$ cat src/rtl/led_signaler_pkg.sv
// Shared definitions for the LED blink signaler.
// Contents:
//   state_e    - sequencer states (idle, lit phase, dark phase, repeat gap)
//   ms_to_clks - converts a millisecond phase length into clock cycles,
//                never returning fewer than one cycle
//   max3       - largest of three values, used to size the phase timer
package led_signaler_pkg;

  typedef enum logic [1:0] {
    ST_IDLE = 2'd0,
    ST_ON   = 2'd1,
    ST_OFF  = 2'd2,
    ST_GAP  = 2'd3
  } state_e;

  // A zero-length phase still occupies one clock, so the sequencer always
  // visits every state it passes through.
  function automatic int unsigned ms_to_clks(input int unsigned freq,
                                             input int unsigned ms);
    int unsigned clks;
    clks = (freq / 1000) * ms;
    if (clks == 0) begin
      clks = 1;
    end
    return clks;
  endfunction

  function automatic int unsigned max3(input int unsigned a,
                                       input int unsigned b,
                                       input int unsigned c);
    int unsigned m;
    m = a;
    if (b > m) m = b;
    if (c > m) m = c;
    return m;
  endfunction

endpackage

$ cat src/rtl/led_blink_signaler_phase_timer.sv
// Loadable down-counter that times one sequencer phase.
// Ports:
//   clk, reset  - clock and synchronous active-high reset
//   load        - start a new phase; has priority over counting
//   load_value  - phase length minus one, in clocks
//   expire      - high for one cycle, in the last cycle of the phase
// A phase loaded with value N lasts N+1 cycles, counting the cycle after
// the load as the first one.
module phase_timer #(
  parameter int WIDTH = 8
) (
  input  logic             clk,
  input  logic             reset,
  input  logic             load,
  input  logic [WIDTH-1:0] load_value,
  output logic             expire
);

  logic [WIDTH-1:0] count_q, count_d;
  logic             active_q, active_d;

  always_comb begin
    count_d  = count_q;
    active_d = active_q;
    if (load) begin
      count_d  = load_value;
      active_d = 1'b1;
    end else if (active_q) begin
      // The timer stops itself after expiring so expire is a single pulse.
      if (count_q == '0) begin
        active_d = 1'b0;
      end else begin
        count_d = count_q - 1'b1;
      end
    end
  end

  always_ff @(posedge clk) begin
    if (reset) begin
      count_q  <= '0;
      active_q <= 1'b0;
    end else begin
      count_q  <= count_d;
      active_q <= active_d;
    end
  end

  assign expire = active_q && (count_q == '0);

endmodule

$ cat src/rtl/led_blink_signaler.sv
// LED blink signaler: accepts blink requests on a valid/ready handshake and
// drives one LED with a timed sequence of blinks, one-shot or repeating,
// with PWM brightness control.
// Ports:
//   clk, reset      - clock and synchronous active-high reset
//   req_valid       - request strobe
//   req_ready       - request accepted this cycle if req_valid is high
//   req_count       - number of blinks; 0 stops the LED
//   req_repeat      - 1 = loop the sequence forever with a gap in between
//   req_brightness  - lit duty cycle; all-ones is fully on
//   led             - registered LED drive
//   busy            - a sequence is in progress
//   done            - one-cycle pulse after the last blink of a one-shot
module led_blink_signaler
  import led_signaler_pkg::*;
#(
  parameter int unsigned CLK_FREQUENCY    = 100000000,
  parameter logic        LED_OUTPUT_LEVEL = 1'b1,
  parameter int unsigned ON_MS            = 200,
  parameter int unsigned OFF_MS           = 200,
  parameter int unsigned GAP_MS           = 1000,
  parameter int          CNT_W            = 4,
  parameter int          PWM_W            = 8
) (
  input  logic             clk,
  input  logic             reset,
  input  logic             req_valid,
  output logic             req_ready,
  input  logic [CNT_W-1:0] req_count,
  input  logic             req_repeat,
  input  logic [PWM_W-1:0] req_brightness,
  output logic             led,
  output logic             busy,
  output logic             done
);

  localparam int unsigned ON_CLKS  = ms_to_clks(CLK_FREQUENCY, ON_MS);
  localparam int unsigned OFF_CLKS = ms_to_clks(CLK_FREQUENCY, OFF_MS);
  localparam int unsigned GAP_CLKS = ms_to_clks(CLK_FREQUENCY, GAP_MS);
  localparam int unsigned MAX_CLKS = max3(ON_CLKS, OFF_CLKS, GAP_CLKS);
  localparam int          TIMER_W  = $clog2(MAX_CLKS + 1);

  localparam logic [TIMER_W-1:0] ON_LOAD  = TIMER_W'(ON_CLKS - 1);
  localparam logic [TIMER_W-1:0] OFF_LOAD = TIMER_W'(OFF_CLKS - 1);
  localparam logic [TIMER_W-1:0] GAP_LOAD = TIMER_W'(GAP_CLKS - 1);

  state_e             state_q, state_d;
  logic [CNT_W-1:0]   count_q, count_d;
  logic [CNT_W-1:0]   remaining_q, remaining_d;
  logic               repeat_q, repeat_d;
  logic [PWM_W-1:0]   bright_q, bright_d;
  logic [PWM_W-1:0]   pwm_cnt_q, pwm_cnt_d;
  logic               led_q, led_d;
  logic               done_q, done_d;

  logic               accept;
  logic               timer_load;
  logic [TIMER_W-1:0] timer_value;
  logic               timer_expire;

  phase_timer #(
    .WIDTH (TIMER_W)
  ) u_phase_timer (
    .clk        (clk),
    .reset      (reset),
    .load       (timer_load),
    .load_value (timer_value),
    .expire     (timer_expire)
  );

  // A repeating sequence never ends by itself, so it stays interruptible;
  // a one-shot must run to completion.
  assign req_ready = (state_q == ST_IDLE) || repeat_q;
  assign accept    = req_valid && req_ready;

  always_comb begin
    state_d     = state_q;
    count_d     = count_q;
    remaining_d = remaining_q;
    repeat_d    = repeat_q;
    bright_d    = bright_q;
    pwm_cnt_d   = pwm_cnt_q + 1'b1;
    done_d      = 1'b0;
    timer_load  = 1'b0;
    timer_value = ON_LOAD;

    // remaining counts the blinks still to come after the current one.
    unique case (state_q)
      ST_ON: begin
        if (timer_expire) begin
          state_d     = ST_OFF;
          timer_load  = 1'b1;
          timer_value = OFF_LOAD;
        end
      end
      ST_OFF: begin
        if (timer_expire) begin
          if (remaining_q != '0) begin
            state_d     = ST_ON;
            remaining_d = remaining_q - 1'b1;
            timer_load  = 1'b1;
            timer_value = ON_LOAD;
          end else if (repeat_q) begin
            state_d     = ST_GAP;
            timer_load  = 1'b1;
            timer_value = GAP_LOAD;
          end else begin
            state_d = ST_IDLE;
            done_d  = 1'b1;
          end
        end
      end
      ST_GAP: begin
        if (timer_expire) begin
          state_d     = ST_ON;
          remaining_d = count_q - 1'b1;
          timer_load  = 1'b1;
          timer_value = ON_LOAD;
        end
      end
      default: begin
      end
    endcase

    // An accepted request overrides whatever the sequence was doing; done
    // can never coincide because a one-shot in progress is not ready.
    if (accept) begin
      done_d = 1'b0;
      if (req_count != '0) begin
        state_d     = ST_ON;
        count_d     = req_count;
        remaining_d = req_count - 1'b1;
        repeat_d    = req_repeat;
        bright_d    = req_brightness;
        timer_load  = 1'b1;
        timer_value = ON_LOAD;
      end else begin
        state_d     = ST_IDLE;
        count_d     = '0;
        remaining_d = '0;
        repeat_d    = 1'b0;
        bright_d    = '0;
      end
    end

    // LED is computed from next-cycle values so the flop output matches the
    // state and PWM counter of the cycle it is visible in.
    if ((state_d == ST_ON) && ((bright_d == '1) || (pwm_cnt_d < bright_d))) begin
      led_d = LED_OUTPUT_LEVEL;
    end else begin
      led_d = ~LED_OUTPUT_LEVEL;
    end
  end

  always_ff @(posedge clk) begin
    if (reset) begin
      state_q     <= ST_IDLE;
      count_q     <= '0;
      remaining_q <= '0;
      repeat_q    <= 1'b0;
      bright_q    <= '0;
      pwm_cnt_q   <= '0;
      led_q       <= ~LED_OUTPUT_LEVEL;
      done_q      <= 1'b0;
    end else begin
      state_q     <= state_d;
      count_q     <= count_d;
      remaining_q <= remaining_d;
      repeat_q    <= repeat_d;
      bright_q    <= bright_d;
      pwm_cnt_q   <= pwm_cnt_d;
      led_q       <= led_d;
      done_q      <= done_d;
    end
  end

  assign led  = led_q;
  assign busy = (state_q != ST_IDLE);
  assign done = done_q;

endmodule

$ cat config.mk
export PLATFORM = sky130hd
export DESIGN_NAME = led_blink_signaler
export DESIGN_NICKNAME = d
export VERILOG_FILES = /design/src/rtl/led_signaler_pkg.sv /design/src/rtl/led_blink_signaler_phase_timer.sv /design/src/rtl/led_blink_signaler.sv
export SDC_FILE = /design/constraint.sdc
export NUM_CORES = 1
export LEC_CHECK = 0
export BUFFER_PORTS_ARGS = -buffer_cell sky130_fd_sc_hd__buf_2
export CORE_AREA = 8 8 83 85
export CTS_BUF_LIST = sky130_fd_sc_hd__clkbuf_2 sky130_fd_sc_hd__clkbuf_4 sky130_fd_sc_hd__clkbuf_8
export DETAILED_ROUTE_END_ITERATION = 10
export DIE_AREA = 0 0 91 93
export PLACE_DENSITY = 0.88
export SYNTH_ARGS = -nofsm -noshare
export SYNTH_HDL_FRONTEND = slang
export SYNTH_HIERARCHICAL = 1
export SYNTH_SLANG_ARGS = --single-unit
$ cat constraint.sdc
create_clock -name clk -period 4.8 [get_ports clk]
set_input_delay 0.96 -clock clk [delete_from_list [all_inputs] [get_ports clk]]
set_output_delay 0.96 -clock clk [all_outputs]
set_load 0.05 [all_outputs]
# Word-level counts from Yosys, hierarchy flattened
# Cells that the tools add are included.
[word_totals]
in_bits = 16
out_inout_bits = 4
regBits = 57
[classes]
n_eq_ne = 9
n_lt_le_gt_ge = 1
muxes = 39
addsub = 5
reduce_logical = 16
bitwise = 2
[ops]
columns = ["op", "n"]
rows = [
  ["two-way mux 27 bit", 9],
  ["logical NOT 27 bit", 1],
  ["subtractor 27 x 1 -> 27 bit, second input constant", 1],
  ["two-way mux 4 bit", 6],
  ["two-way mux 8 bit", 2],
  ["two-way mux 1 bit", 13],
  ["two-way mux 2 bit", 6],
  ["subtractor 4 x 1 -> 4 bit, second input constant", 3],
  ["!= test 3 bit, second input constant", 3],
  ["adder 8 x 1 -> 8 bit, second input constant", 1],
  ["== test 8 bit, second input constant", 1],
  ["< comparator 8 bit", 1],
  ["case mux 4 bit (2 select lines)", 1],
  ["nonzero test 4 bit", 2],
  ["case mux 2 bit (3 select lines)", 1],
  ["OR reduction 5 bit", 1],
  ["== test 2 x 1 -> 1 bit, second input constant", 2],
  ["== test 2 bit, second input constant", 2],
  ["AND reduction 4 bit", 1],
  ["nonzero test 2 bit", 2],
  ["logical AND 1 bit", 3],
  ["nonzero test 3 bit", 1],
  ["logical NOT 2 bit", 1],
  ["logical OR 1 bit", 2],
  ["other kinds (5)", 6],
]

# Depth between registers and ports, before layout
# Gate-level depths: netlist (run 1).
[depth]
ltp_word = 8
mapped_depth = 12
depth_no_buf = 10

# Cells and area by module
# The synthesis (run 1) kept the hierarchy.
[by_module_without_submodules]
columns = ["module", "cells_per_inst", "instances", "area_per_inst_um2"]
rows = [
  ["led_blink_signaler", 194, 1, 1715.4],
  ["phase_timer", 197, 1, 1675.4],
]

# Worst setup path after synthesis (run 1)
# Ideal clock, no wire load.
[synth_timing]
path_kind = "flip-flop to flip-flop"
start = "reg u_phase_timer.count_q[20]"
end = "reg u_phase_timer.count_q[17]"
t_required_ns = 4.709
period_less_slack_ns = 2.903
setup_time_ns = 0.091
stages_incl_launch_ff = 12
n_path_buf = 3
path_slack_ns = 1.897
arrival_ns = 2.812
path_cell_list = "dfxtp_1 > or4_1 > buf_2 > or3_2 > nor4_1 > and2_1 > a32o_1 > buf_4 > inv_1 > dlygate4sd1_1 > nand4_1 > nor4bb_1"
[synth_between]
elab_chain_len = 8
elab_cells_between_ends = 15
classes_between = "1 x eq/ne; 10 x mux; 4 x reduce/logical"
[synth_rtl]
columns = ["element", "line_no", "rtl"]
rows = [
  ["start: declaration", "led_blink_signaler_phase_timer.sv:19", "logic [WIDTH-1:0] count_q, count_d;"],
  ["start signal: assignment", "led_blink_signaler_phase_timer.sv:43", "count_q <= count_d;"],
  ["logical NOT 27 bit *", "led_blink_signaler_phase_timer.sv:48", "assign expire = active_q && (count_q == '0);"],
  ["logical AND 1 bit *", "led_blink_signaler_phase_timer.sv:48", ""],
  ["via timer_expire", "led_blink_signaler.sv:59", "logic timer_expire;"],
  ["two-way mux 1 bit (on tied branches)", "led_blink_signaler.sv:90, led_blink_signaler.sv:114, led_blink_signaler.sv:97", ""],
  ["case mux 1 bit (2 select lines) *", "led_blink_signaler.sv:88", "unique case (state_q)"],
  ["two-way mux 1 bit", "led_blink_signaler.sv:129", "if (req_count != '0) begin"],
  ["two-way mux 1 bit *", "led_blink_signaler.sv:127", "if (accept) begin"],
  ["via timer_load", "led_blink_signaler.sv:57", "logic timer_load;"],
  ["!= test 2 bit (no source line) / nonzero test 2 bit (equally long branches)", "n/a", ""],
  ["AND reduction 2 bit (no source line)", "n/a", ""],
]
# Mark *: on every way through the listed nets, which the timed path passes. The rest lies on a longest branch.
# A chain may end at the register's enable or synchronous reset.

# Worst setup path in the final report (run 1)
[layout_timing]
start = "reg u_phase_timer.count_q[19]"
end = "reg u_phase_timer.count_q[17]"
# Same word-level chain as after synthesis.

==> results.txt, run 1 <==
Measured on the finished design, the core utilization comes to 0.655. In the layout the commonest cells are sky130_fd_sc_hd__dfxtp_1 (57), sky130_fd_sc_hd__nor2_1 (50), sky130_fd_sc_hd__nand2_1 (29), sky130_fd_sc_hd__buf_2 (19), sky130_fd_sc_hd__conb_1 (19). The worst IR drop on VDD is around 0.00021 V. The length in cells of the worst reg-to-reg path is 9.

For this run, the leading register cell type out of synthesis is sky130_fd_sc_hd__dfxtp_1. During synthesis, Yosys emitted a total of 6 warnings. The classification of the worst-slack hold path is reg -> reg.

The finished layout holds 497 standard cells, fillers aside. The hold violation count in the final report is 0. Across the run, the number of max-cap violations was 0.

The first-pass GRT wire length is around 13000 um. In the routed design, unresolved DRC markers number 0. The worst setup path is captured at a flip-flop. The number of enable-type register cells in the synthesized netlist is 0. The synthesized netlist contains 72 unique library cells.

The post-synthesis async set-or-reset flop share is 0. Hold is met by 466 ps. At the end of the flow, the number of nets in the layout was about 440. The maximum clock frequency is ~280 MHz. The remaining number of nets flagged by the antenna check after routing is 0. The initial core utilization came out at 0.597. Setup repair after global routing left no endpoint under its margin.

The width of the chip came out at a little over 90 um. TritonCTS built the clock tree. The share of synthesized area in the top cell type comes to 0.337.

The core box area came out at 5680 um2. The register clock-pin slew on the reported worst setup and hold paths came out at 70 ps. The detail-routed via count per cell came out at 6.10. Entering global routing, the biggest net connects 51 pins. In the final timing run, aggregate negative setup slack is 0 ps. In this run the static leakage power is 1.45 nW. The share of cells above drive strength 1 is 0.161. The average routed wire per standard cell is 15.4 um. The synthesized design contains 57 register bits. The clock drives 57 sinks. The library cell used most frequently in the layout, excluding fill and tap cells, is sky130_fd_sc_hd__dfxtp_1. The first-pass iteration count of the detailed router came out at 4. Clock tree synthesis inserted a total of 9 buffers. Compared with the post-synthesis result, the final layout area differs by 9.67%. The via count of the first global-routing pass came to 2863. The die is 93 um tall. Summing over every cut layer, the via total after detailed routing is 3033. The final worst-path setup slack is 1250 ps. The clock latency reported for the late side of the worst-skew pair is about 340 ps.

The overall track demand over capacity in global routing is 0.185. The count of placed standard cells including taps is ~480. The final cycle utilization of the critical path came out at 0.740. The data arrival time of the critical path came out at 3800 ps. The worst setup path is launched from a flip-flop. For this block, the routed nets add up to between 7000 and 8000 um of wire. Measured against its own limit, the worst slew margin works out to 0.377.

The synthesized netlist cell count is 391. At the worst endpoint, the required time is 5050 ps. After synthesis, the cell types taking the most area are sky130_fd_sc_hd__dfxtp_1 (34%), sky130_fd_sc_hd__nor2_1 (5.5%), sky130_fd_sc_hd__a311oi_1 (3.6%). Port buffering added 19 buffers. The cts-stage hold buffer count is 0. The total setup buffers inserted after CTS is 0. The count of instances resized after the clock tree is built is 0. The max-slew violation count is 0. Dividing the synthesized area by the synthesized cell count gives 8.67 um2. The global placer's final weighted congestion is about 0.88. The clock tree synthesis step divided the H-tree into 3 levels. The post-synthesis instance area is 3390 um2. The fill cell total of the finished layout came out at 479. In this run the core area contains 28 standard-cell rows. The sum of net half-perimeters after detailed placement is 5240 um. The post-placement setup slack is 1360 ps. The initial antenna violation count came out at 0. The total power came out at 1.35 mW. The area of the die is 8460 um2. The tree is rooted in a sky130_fd_sc_hd__clkbuf_8. The biggest area consumer among synthesized cells is sky130_fd_sc_hd__dfxtp_1.

Of the synthesized area, sequential elements account for 0.337. The number of failing setup endpoints in the final timing report is 0. The critical path is of the reg -> reg type. The final instance area came out at 3720 um2. The flow ran to the end, and the final reports show no timing, DRC or antenna violations. Once placement finished, the instance area stood at 3500 um2. 20 I/O pins were placed.

The worst hold path was traced through 2 stages. Counting along the longest clock path gives a buffer depth of 2. The violation count after the first detailed-routing iteration is 187. For this design the ratio of total power to cell area is 362 nW/um2. The residual overflow from global routing came out at 0. The maximum fanout along the worst path came out at 31. The number of antenna diodes in the final layout is 0. The worst-margin pin slew is approximately 930 ps.

The worst clock skew is between 6 and 7 ps. The shortest clock period the worst path allows after layout is 3550 ps.
[power breakdown]
part           leakage, nW  switching [mW]  internal, mW
Combinational        0.884           0.181         0.110
Sequential           0.470          0.0434         0.513
Clock               0.0975           0.209         0.291
[critical path, cell delays in order (launching register included)]
cell	delay, ps
sky130_fd_sc_hd__dfxtp_1	320
sky130_fd_sc_hd__or4_1	630
sky130_fd_sc_hd__or3_2	500
sky130_fd_sc_hd__nor4_1	240
sky130_fd_sc_hd__and2_1	280
sky130_fd_sc_hd__a32o_1	390
sky130_fd_sc_hd__inv_1	350
sky130_fd_sc_hd__buf_4	350
sky130_fd_sc_hd__nand4_1	130
sky130_fd_sc_hd__nor4bb_1	260
[state kept, by name, summed over array words and instances, names as in the netlist]
signal,cells
count_q,4
bright_q,8
led,1
done,1
pwm_cnt_q,8
u_phase_timer/count_q,27
u_phase_timer/active_q,1
remaining_q,4
state_q,2
repeat_q,1
[synth_stat cells, types with 3 or more instances]
cell                       instances
sky130_fd_sc_hd__nand3_1          10
sky130_fd_sc_hd__a21oi_1          17
sky130_fd_sc_hd__o41ai_1           4
sky130_fd_sc_hd__nor3_1            3
sky130_fd_sc_hd__and3_1            9
sky130_fd_sc_hd__and4_1            3
sky130_fd_sc_hd__nor2b_1           3
sky130_fd_sc_hd__buf_4             3
sky130_fd_sc_hd__a311oi_1         14
sky130_fd_sc_hd__mux2i_1           5
sky130_fd_sc_hd__or3_1             8
sky130_fd_sc_hd__buf_6             7
sky130_fd_sc_hd__xnor2_1          11
sky130_fd_sc_hd__dfxtp_1          57
sky130_fd_sc_hd__or4_1             7
sky130_fd_sc_hd__ha_1              9
sky130_fd_sc_hd__nand2_1          29
sky130_fd_sc_hd__nor2_1           50
sky130_fd_sc_hd__and2_1            8
sky130_fd_sc_hd__nor4_1            7
sky130_fd_sc_hd__buf_2             3
sky130_fd_sc_hd__nand4_1           3
sky130_fd_sc_hd__nand4b_1          4
sky130_fd_sc_hd__xor2_1            5
sky130_fd_sc_hd__o21ai_0          13
sky130_fd_sc_hd__a21oi_2           6
sky130_fd_sc_hd__o311ai_0          3
sky130_fd_sc_hd__or3_2             4
sky130_fd_sc_hd__clkbuf_1          9
sky130_fd_sc_hd__o31ai_1           4
sky130_fd_sc_hd__inv_1            11
sky130_fd_sc_hd__a211oi_1         12
sky130_fd_sc_hd__nor3b_1           3
[layout make-up]
class / count / area (um2) / share of cell area
Clock buffer: 9 / 124 / 0.0333
Clock inverter: 7 / 95.1 / 0.0256
Inverter: 11 / 41.3 / 0.0111
Multi-Input combinational cell: 317 / 2110 / 0.568
Sequential cell: 57 / 1140 / 0.307
Tap cell: 75 / 93.8 / 0.0252
Timing Repair Buffer: 21 / 110 / 0.0296
[logic make-up after synthesis]
| kind of cell | synth area share |
|---|---|
| AOI/OAI and AO/OA | 0.235 |
| xor gates and xnor gates | 0.0413 |
| adders and majority gates | 0.0332 |
| buffers and inverters | 0.0590 |
| DFF | 0.337 |
| muxes | 0.0181 |
| other | 0.00221 |
| and+or+nand+nor | 0.274 |
[layer usage]
layer / GRT usage / up-vias / part of all wire
met2: 0.315 / 55 / 0.49
met5: 0 / - / 0
met1: 0.211 / 1459 / 0.46
li1: - / 1507 / -
met4: 0.105 / 0 / 0.021
met3: 0.0401 / 12 / 0.031
[path summary, 6_finish.rpt]
kind,start,end,slack (ps)
worst max register to register,u_phase_timer/count_q[19],u_phase_timer/count_q[17],1250
worst min-delay path,count_q[3],count_q[3],470
worst max-delay path,u_phase_timer/count_q[19],u_phase_timer/count_q[17],1250
worst min register to register,count_q[3],count_q[3],470
No activity file was read; power rests on OpenSTA's default activity.
==> inputs of run 2 (changes only) <==
==> constraint.sdc (replaced) <==
create_clock -name clk -period 3.5 [get_ports clk]
set_input_delay 0.7 -clock clk [delete_from_list [all_inputs] [get_ports clk]]
set_output_delay 0.7 -clock clk [all_outputs]
set_load 0.05 [all_outputs]
==> run 2 against run 1 <==
Compared with the run above: final cell count rose by 0.40%; worst setup slack lost 900 ps; hold slack gained 7.4 ps.
==> results.txt, run 2 (same netlist as run 1, synthesis figures left out) <==
The sum of net half-perimeters after detailed placement came out at 5060 um. The hold violation count in the final report was 0. The detail-routed via count per cell is around 6.1. The width of the chip is 91 um. In this run the register-to-register setup slack is 350 ps. The overall track demand over capacity in global routing is 0.193. The detail route stage leaves a number of antenna-violating nets equal to 0. Global routing finished with a remaining overflow of 0. For this design the top-level I/O count stands at 20.

Along the worst path, the maximum fanout reaches 7. The worst setup path is launched from a flip-flop. The worst setup path is captured at a flip-flop.

The area of the die is 8460 um2. The core box area came out at 5680 um2. The leakage power summed over all cells came out at 1.51 nW. The kind of critical path is reg -> reg. The routed layout has around 3100 vias.

The largest net degree at the start of global routing came out at 51. The detailed-route wire length came out at around 7800 um. The count of clock tree sinks came out at 57.

The setup total negative slack is 0 ps. Leaving out filler cells and counting taps, the final layout contains 499. In the final routed layout, each cell accounts on average for 15.7 um.

In the final layout, the share of cells above drive strength 1 is 0.165. Derived from the worst setup path, the maximum achievable clock frequency is 317 MHz. The final worst-path setup slack came out at 349 ps.

The count of placed standard cells including taps came out at 483. The diode insertion count for antenna repair came out at 0. The total power is 2.08 mW.

Clock latency on the worst-skew pair, taken at its later pin, is 330 ps. The final instance area is ~3800 um2. In this run the cell area measured after placement is approximately 3500 um2.

The slowest cell on the critical path is sky130_fd_sc_hd__or4_1. The violation count after the first detailed-routing iteration is 159. The top cell types in the final layout, fill and taps aside, are sky130_fd_sc_hd__dfxtp_1 (57), sky130_fd_sc_hd__nor2_1 (50), sky130_fd_sc_hd__nand2_1 (29), sky130_fd_sc_hd__buf_2 (19), sky130_fd_sc_hd__conb_1 (19).

The worst clock skew is around 4.0 ps. The maximum root-to-sink buffer count is 2. The via count of the first global-routing pass came out at 2937. The final layout net count came out at 444.

Traced cell by cell, the critical path runs through or4_1, or3_2, nor4_1, and2_1, and2_1, and4_1, nor2_1, a311oi_1. More flip-flops sit in one register than any other, and that register is u_phase_timer/count_q. The cts-stage hold buffer count is 0.

The run finished with clean final reports. The initial antenna violation count is 0. The largest stage delay on the critical path is between 600 and 700 ps. The count of H-tree levels built during CTS came out at 3.

The remaining max-slew budget at the tightest pin came out at 0.497. The number of flip-flops in the largest register is 27. The max-slew violation count came out at 0.

For this configuration, the core starts out at a cell density of 0.597. The number of DRC violations after detailed routing is 0. The data arrival time of the critical path came out at 3360 ps.

The most frequent standard cell in the layout excluding fill and tap cells is sky130_fd_sc_hd__dfxtp_1. In the final layout, the registers with the most flip-flops are u_phase_timer/count_q x27, bright_q x8, pwm_cnt_q x8. The final cycle utilization of the critical path came out at 0.900. Setup violations remaining at the end of the flow were counted as 0. The worst hold slack across all endpoints came out at 473 ps. In this run the worst hold path is classified as reg -> reg. The floorplan has 28 rows. The root buffer cell chosen for the clock tree is sky130_fd_sc_hd__clkbuf_8. The post-placement setup slack is around 550 ps.

The final design utilization is 0.671. IR analysis of the VDD net gives a maximum drop of around 0.00026 V. The count of instances resized after the clock tree is built is 0. The first-pass GRT wire length came out at 13500 um. The most repeated library cell on the critical path is sky130_fd_sc_hd__and2_1.

The total setup buffers inserted after CTS came out at 0. The smallest clock period supported by the final layout is computed as 3150 ps. In this run the power density over the cells is 546 nW/um2. The worst-margin pin slew is roughly 750 ps.

The endpoint required time on the critical path is 3710 ps. The total of buffers placed on input and output ports is 19. TritonCTS created 9 clock buffers.

The global placer's final weighted congestion came out at 0.805. The area growth from synthesis to layout is 12.4%. TritonCTS built the clock tree. The number of max-capacitance violations reported is 0. The critical path contains buffers and inverters numbering 0 combined. The register clock-pin slew on the reported worst setup and hold paths came out at ~70 ps. The height of the chip is roughly 93 um.

Setup repair after global routing left no endpoint under its margin. The dominant delay contributor by cell family on the critical path is simple AND/OR/NAND/NOR gates. The first TritonRoute pass finished after 4 iterations.
[run 2: cell type report]
| type | count | area (um2) |
|---|---|---|
| Clock buffer | 11 | 145 |
| Clock inverter | 5 | 150 |
| Fill cell | 457 | 1870 |
| Inverter | 11 | 41.3 |
| Multi-Input combinational cell | 317 | 2110 |
| Sequential cell | 57 | 1140 |
| Tap cell | 75 | 93.8 |
| Timing Repair Buffer | 23 | 125 |
[run 2: power by group]
part	leakage (nW)	switching, mW	internal [mW]
clock	0.147	0.267	0.645
combinational	0.894	0.251	0.153
sequential	0.470	0.0603	0.704
total	1.51	0.578	1.50
[run 2: worst paths after layout]
kind,from,depth (start not counted),endpoint
max,u_phase_timer/count_q[20],8,u_phase_timer/count_q[23]
min,count_q[3],2,count_q[3]
max reg2reg,u_phase_timer/count_q[20],8,u_phase_timer/count_q[23]
min reg2reg,count_q[3],2,count_q[3]
[run 2: worst min-delay path, cell delays in order, from the launching register on]
cell and delay, ps:
sky130_fd_sc_hd__dfxtp_1 310, sky130_fd_sc_hd__nand2_1 60, sky130_fd_sc_hd__a21oi_1 50
[run 2: per-layer routing]
layer  wire, um  up-vias  GRT usage
li1           -     1507          -
met3        361       12     0.0385
met5          0        -          0
met4        140        0      0.101
met2       3870       81      0.321
met1       3460     1455      0.231
